--- config.mk ---
export PLATFORM = sky130hd
export DESIGN_NAME = easyaxi_rd_mst
export DESIGN_NICKNAME = d
export VERILOG_FILES = /design/src/rtl/easyaxi_rd_mst.sv
export SDC_FILE = /design/constraint.sdc
export NUM_CORES = 1
export LEC_CHECK = 0
export ABC_AREA = 1
export CAP_MARGIN = 20
export CELL_PAD_IN_SITES_DETAIL_PLACEMENT = 0
export CELL_PAD_IN_SITES_GLOBAL_PLACEMENT = 1
export CORE_MARGIN = 8
export CORE_UTILIZATION = 41
export DETAILED_ROUTE_END_ITERATION = 10
export PLACE_DENSITY_LB_ADDON = 0.25
export SLEW_MARGIN = 20
export SYNTH_ARGS = -nofsm -noshare
export SYNTH_HDL_FRONTEND = slang
export SYNTH_SLANG_ARGS = --single-unit
--- constraint.sdc ---
create_clock -name clk -period 8.9 [get_ports clk]
set_clock_uncertainty 0.2 [all_clocks]
set_input_delay 2.225 -clock clk [delete_from_list [all_inputs] [get_ports clk]]
set_output_delay 2.225 -clock clk [all_outputs]
set_load 0.005 [all_outputs]
--- src/rtl/easyaxi_rd_mst.sv ---
// easyaxi_rd_mst: AXI4 read-channel traffic master.
// Issues NUM_TXN INCR bursts, checks every returned beat against an
// address-as-data pattern, and reports done plus a sticky err flag.
module easyaxi_rd_mst #(
  parameter int                    ADDR_WIDTH = 32,
  parameter int                    DATA_WIDTH = 32,
  parameter int                    ID_WIDTH   = 4,
  parameter int                    BURST_LEN  = 8,
  parameter int                    NUM_TXN    = 4,
  parameter logic [ADDR_WIDTH-1:0] BASE_ADDR  = {ADDR_WIDTH{1'b0}}
) (
  input  logic                  clk,
  input  logic                  rst,
  input  logic                  enable,
  output logic                  axi_mst_arvalid,
  input  logic                  axi_mst_arready,
  output logic [ID_WIDTH-1:0]   axi_mst_arid,
  output logic [ADDR_WIDTH-1:0] axi_mst_araddr,
  output logic [7:0]            axi_mst_arlen,
  output logic [2:0]            axi_mst_arsize,
  output logic [1:0]            axi_mst_arburst,
  input  logic                  axi_mst_rvalid,
  output logic                  axi_mst_rready,
  input  logic [ID_WIDTH-1:0]   axi_mst_rid,
  input  logic [DATA_WIDTH-1:0] axi_mst_rdata,
  input  logic [1:0]            axi_mst_rresp,
  input  logic                  axi_mst_rlast,
  output logic                  done,
  output logic                  err,
  output logic [7:0]            txn_cnt
);

  localparam int                    BYTES     = DATA_WIDTH / 8;
  localparam logic [ADDR_WIDTH-1:0] BEAT_INC  = ADDR_WIDTH'(BYTES);
  localparam logic [ADDR_WIDTH-1:0] BURST_INC = ADDR_WIDTH'(BURST_LEN * BYTES);
  localparam logic [7:0]            LEN       = 8'(BURST_LEN - 1);
  localparam logic [2:0]            SIZE      = 3'($clog2(BYTES));
  localparam logic [7:0]            LAST_TXN  = 8'(NUM_TXN - 1);

  typedef enum logic [1:0] {
    ST_IDLE = 2'd0,
    ST_AR   = 2'd1,
    ST_R    = 2'd2,
    ST_DONE = 2'd3
  } state_t;

  state_t                  state_q;
  logic                    arvalid_q;
  logic                    rready_q;
  logic [ADDR_WIDTH-1:0]   araddr_q;
  logic [ID_WIDTH-1:0]     arid_q;
  logic [ADDR_WIDTH-1:0]   exp_addr_q;
  logic [7:0]              beat_q;
  logic                    done_q;
  logic                    err_q;
  logic [7:0]              txn_cnt_q;

  logic                    beat_last_s;
  logic                    beat_bad_s;
  logic [DATA_WIDTH-1:0]   exp_data_s;

  // Zero-extend or truncate an address to the data width.
  function automatic logic [DATA_WIDTH-1:0] addr_to_data(input logic [ADDR_WIDTH-1:0] a);
    logic [ADDR_WIDTH+DATA_WIDTH-1:0] ext;
    ext = {{DATA_WIDTH{1'b0}}, a};
    return ext[DATA_WIDTH-1:0];
  endfunction

  // Per-beat checks: expected data, OKAY response, matching ID, rlast only on the final beat.
  always_comb begin
    beat_last_s = (beat_q == LEN);
    exp_data_s  = addr_to_data(exp_addr_q);
    beat_bad_s  = (axi_mst_rdata != exp_data_s) ||
                  (axi_mst_rresp != 2'b00) ||
                  (axi_mst_rid != arid_q) ||
                  (axi_mst_rlast != beat_last_s);
  end

  // Run sequencer: IDLE -> (AR -> R) x NUM_TXN -> DONE, all outputs registered.
  always_ff @(posedge clk or posedge rst) begin
    if (rst) begin
      state_q    <= ST_IDLE;
      arvalid_q  <= 1'b0;
      rready_q   <= 1'b0;
      araddr_q   <= BASE_ADDR;
      arid_q     <= {ID_WIDTH{1'b0}};
      exp_addr_q <= BASE_ADDR;
      beat_q     <= 8'd0;
      done_q     <= 1'b0;
      err_q      <= 1'b0;
      txn_cnt_q  <= 8'd0;
    end else begin
      case (state_q)
        ST_IDLE: begin
          if (enable) begin
            state_q   <= ST_AR;
            arvalid_q <= 1'b1;
            araddr_q  <= BASE_ADDR;
            arid_q    <= {ID_WIDTH{1'b0}};
            done_q    <= 1'b0;
            err_q     <= 1'b0;
            txn_cnt_q <= 8'd0;
          end
        end
        ST_AR: begin
          // Address stays put until accepted; arvalid never retracts.
          if (arvalid_q && axi_mst_arready) begin
            state_q    <= ST_R;
            arvalid_q  <= 1'b0;
            rready_q   <= 1'b1;
            beat_q     <= 8'd0;
            exp_addr_q <= araddr_q;
          end
        end
        ST_R: begin
          if (axi_mst_rvalid && rready_q) begin
            if (beat_bad_s) begin
              err_q <= 1'b1;
            end
            // Burst length is counted; rlast is only checked, never trusted.
            if (beat_last_s) begin
              rready_q  <= 1'b0;
              beat_q    <= 8'd0;
              txn_cnt_q <= txn_cnt_q + 8'd1;
              if (txn_cnt_q == LAST_TXN) begin
                state_q  <= ST_DONE;
                done_q   <= 1'b1;
                araddr_q <= BASE_ADDR;
                arid_q   <= {ID_WIDTH{1'b0}};
              end else begin
                state_q   <= ST_AR;
                arvalid_q <= 1'b1;
                araddr_q  <= araddr_q + BURST_INC;
                arid_q    <= arid_q + ID_WIDTH'(1'b1);
              end
            end else begin
              beat_q     <= beat_q + 8'd1;
              exp_addr_q <= exp_addr_q + BEAT_INC;
            end
          end
        end
        ST_DONE: begin
          // Hold done until enable drops; never restart on our own.
          if (!enable) begin
            state_q <= ST_IDLE;
          end
        end
        default: begin
          state_q <= ST_IDLE;
        end
      endcase
    end
  end

  assign axi_mst_arvalid = arvalid_q;
  assign axi_mst_arid    = arid_q;
  assign axi_mst_araddr  = araddr_q;
  assign axi_mst_arlen   = LEN;
  assign axi_mst_arsize  = SIZE;
  assign axi_mst_arburst = 2'b01;
  assign axi_mst_rready  = rready_q;
  assign done            = done_q;
  assign err             = err_q;
  assign txn_cnt         = txn_cnt_q;

endmodule
==> impl_metrics.csv <==
group,metric,value,unit
synthesis,synth-edff-count,0,
timing,worstMarginPinSlew,0.742,ns
clocking,cts_buffers,9,
grt,grt_pass1_vias,6387,
drt,ant_nets,0,
timing,timing.final.crit_share,45.2,%
grt,grt_usage,21.1,%
synthesis,yosys.area.top_type,"dfrtp_1",
worst_setup_path,reg2reg_from,"state_q[0]",
timing,setup_viol,0,
synthesis,ys_types,37,
drt,drt-total-wl,20.3,mm
clocking,cts_resized,0,
run,cap_violations,0,
place,dp.final_hpwl,15.3,mm
worst_setup_path,crit_type,"input port to flop",
worst_setup_path,crit_fanout,32,
pwr,leakage,0.00366,uW
grt,overflow,0,
layout,final_cells,1283,
clocking,clock-sinks,84,
clocking,cts_hold_buf,0,
floorplan,ios,105,
timing,hold_viol,0,
worst_setup_path,crit_path_start_kind,"input port",
synthesis,synth_seq_area_share,33.3,%
floorplan,die_h,140,um
pwr,combPwrFrac,5.6,%
grt,grt_max_degree,75,
drt,dr.pass1.iters,5,
pwr,p_int,623,uW
pwr,p_sw_share,22.8,%
drt,wire_per_inst,15.8,um
synthesis,synth_area,6320,um^2
synthesis,postSynthCellCount,1013,
clocking,cts.path.max_buffers,2,
floorplan,dieArea,19600,um^2
floorplan,rows,45,
pwr,powerDensity,107,nW/um^2
worst_setup_path,required,8.91,ns
synthesis,synthTopCellsByArea,"dfrtp_1 (33%), nand2_1 (20%), inv_1 (8.2%)",
layout,fillers,1604,
synthesis,yosys.area.top_type_share,33.3,%
layout,insertedDiodeCount,0,
timing,setup_tns,0,ns
drt,via_count,6493,
pwr,netSwitchingPower,184,uW
synthesis,synth-seq-cells,84,
place,gp_congestion,1.01,
floorplan,core,15100,um^2
synthesis,avgSynthCellArea,6.24,um^2
timing,max_freq,249,MHz
synthesis,yosysWarnings,0,
status,status,"finished clean",
synthesis,ys_top_cells_by_count,"nand2_1 (336), inv_1 (138), nor2_1 (121)",
worst_setup_path,worstPathArrival,4.03,ns
worst_setup_path,crit_path_start,"enable",
drt,drc_errors,0,
synthesis,async_reset_ff_share,100,%
layout,multiInputGateArea,3460,um^2
grt,antenna_found_initial,0,
floorplan,start_util,41.7,%
layout,register_area,2100,um^2
hold_path,hold_class,"flop to flop",
drt,drtIter0Drc,460,
place,io_buffers,86,
timing,rsz0062_at_grt,"no",
timing,fin_hold_ws,0.292,ns
clocking,path_clk_slew,0.06,ns
pwr,pwr-share-seq,47.3,%
pwr,ir_worst_vdd,80.9,uV
layout,nets,1139,
timing,period_needed,4.02,ns
synthesis,ys_dominant_reg_cell,"dfrtp_1",
layout,synthToLayoutAreaGrowth,19.4,%
clocking,cts.htree.levels,3,
drt,drt-vias-per-instance,5.06,
worst_setup_path,cp-end-kind,"flop",
clocking,cts_setup_buffers,0,
timing,slew-limit-headroom,50.5,%
clocking,clk_latency,0.35,ns
pwr,pwr-share-clk,47.1,%
hold_path,min_from,"err",
clocking,cts-root-buf,"clkbuf_16",
floorplan,dieWidth,140,um
synthesis,synth_most_common_cell,"nand2_1",
clocking,cts_tree,"built",
timing,drv_slew,0,
grt,grt_pass1_wl,33.2,mm
layout,post-route-util,49.8,%
layout,drive_gt1_share,3.74,%
place,placedCellCount,1266,
==> per-layer routing <==
layer | routed length, um | global-route usage [%] | vias to the layer above
li1 | - | - | 3323
met5 | 0 | 0 | -
met2 | 9320 | 34.4 | 192
met3 | 1150 | 3.77 | 21
met4 | 439 | 7.83 | 0
met1 | 9390 | 27.3 | 2957
==> registers in the layout, indices dropped and copies added, names as in the netlist <==
| register | count |
|---|---|
| axi_mst_rready | 1 |
| beat_q | 8 |
| state_q | 2 |
| exp_addr_q | 31 |
| axi_mst_arid | 4 |
| axi_mst_araddr | 27 |
| err | 1 |
| done | 1 |
| axi_mst_arvalid | 1 |
| txn_cnt | 8 |
==> path summary, 6_finish.rpt <==
kind / endpoint / slack, ns / cells after the start
worst max-delay path: done / 4.88 / 10
worst min-delay path: err / 0.29 / 2
worst max register to register: axi_mst_arid[3] / 6.02 / 10
worst min register to register: err / 0.29 / 2
max in group asynchronous: exp_addr_q[10] / 5.63 / 3
min in group asynchronous: axi_mst_araddr[28] / 1.91 / 2
==> cell type report <==
| cell class | instances | area share (%) |
|---|---|---|
| multi-input combinational | 761 | 45.9 |
| sequential | 84 | 27.9 |
| timing repair buffer | 91 | 12.2 |
| inverter | 143 | 7.13 |
| clock buffer | 12 | 3.14 |
| tap | 188 | 3.12 |
| clock inverter | 4 | 0.647 |
==> layout by cell type, fill, tap and decap left out, types with 3 or more instances in the layout <==
cell / n
a21oi_1: 27
a21oi_2: 3
buf_4: 3
clkbuf_1: 3
clkbuf_16: 9
clkdlybuf4s50_1: 86
clkinv_2: 3
conb_1: 18
dfrtp_1: 84
ha_1: 5
inv_1: 137
inv_2: 5
nand2_1: 336
nand3_1: 87
nand4_1: 18
nor2_1: 121
nor2_2: 4
nor3_1: 27
o211ai_1: 5
o21ai_0: 55
o21ai_1: 12
o22ai_1: 4
o31ai_1: 3
xor2_1: 19
==> worst max-delay path, stage by stage <==
cell	delay, ns
clkdlybuf4s50_1	0.46
inv_1	0.05
nand2_1	0.07
nand2_1	0.13
inv_1	0.12
nand2_2	0.39
nor2_2	0.37
inv_2	0.09
nand2_1	0.06
o21ai_1	0.05
==> logic make-up (layout without fill, tap and decap cells) <==
kind of cell / after synthesis / in the layout / share of synthesized area, %
AOI/OAI and AO/OA: 117 / 117 / 10.6
adders and majority gates: 5 / 5 / 0.990
other: 2 / 18 / 0.119
buffers and inverters: 184 / 250 / 12.9
and+or+nand+nor: 602 / 602 / 39.5
xor gates and xnor gates: 19 / 19 / 2.63
DFF: 84 / 84 / 33.3
==> power by group through the flow <==
stage / registers (uW) / logic [uW] / clock network, uW
4_1_cts: 382 / 46.0 / 388
6_report: 382 / 45.2 / 380
2_1_floorplan: 389 / 24.9 / 0
5_1_grt: 381 / 51.7 / 401
3_3_place_gp: 389 / 45.7 / 0
3_5_place_dp: 389 / 45.6 / 0
==> through the flow <==
stage / setup WS [ns] / total power, uW / cell area, um^2
CTS: 4.78 / 816 / 7510
floorplan: 4.31 / 414 / 6380
global route: 4.71 / 834 / 7540
detailed placement: 4.42 / 434 / 7230
global placement: 4.45 / 435 / 7230
finish: 4.88 / 807 / 7540
(Power assumes the default switching activity.)
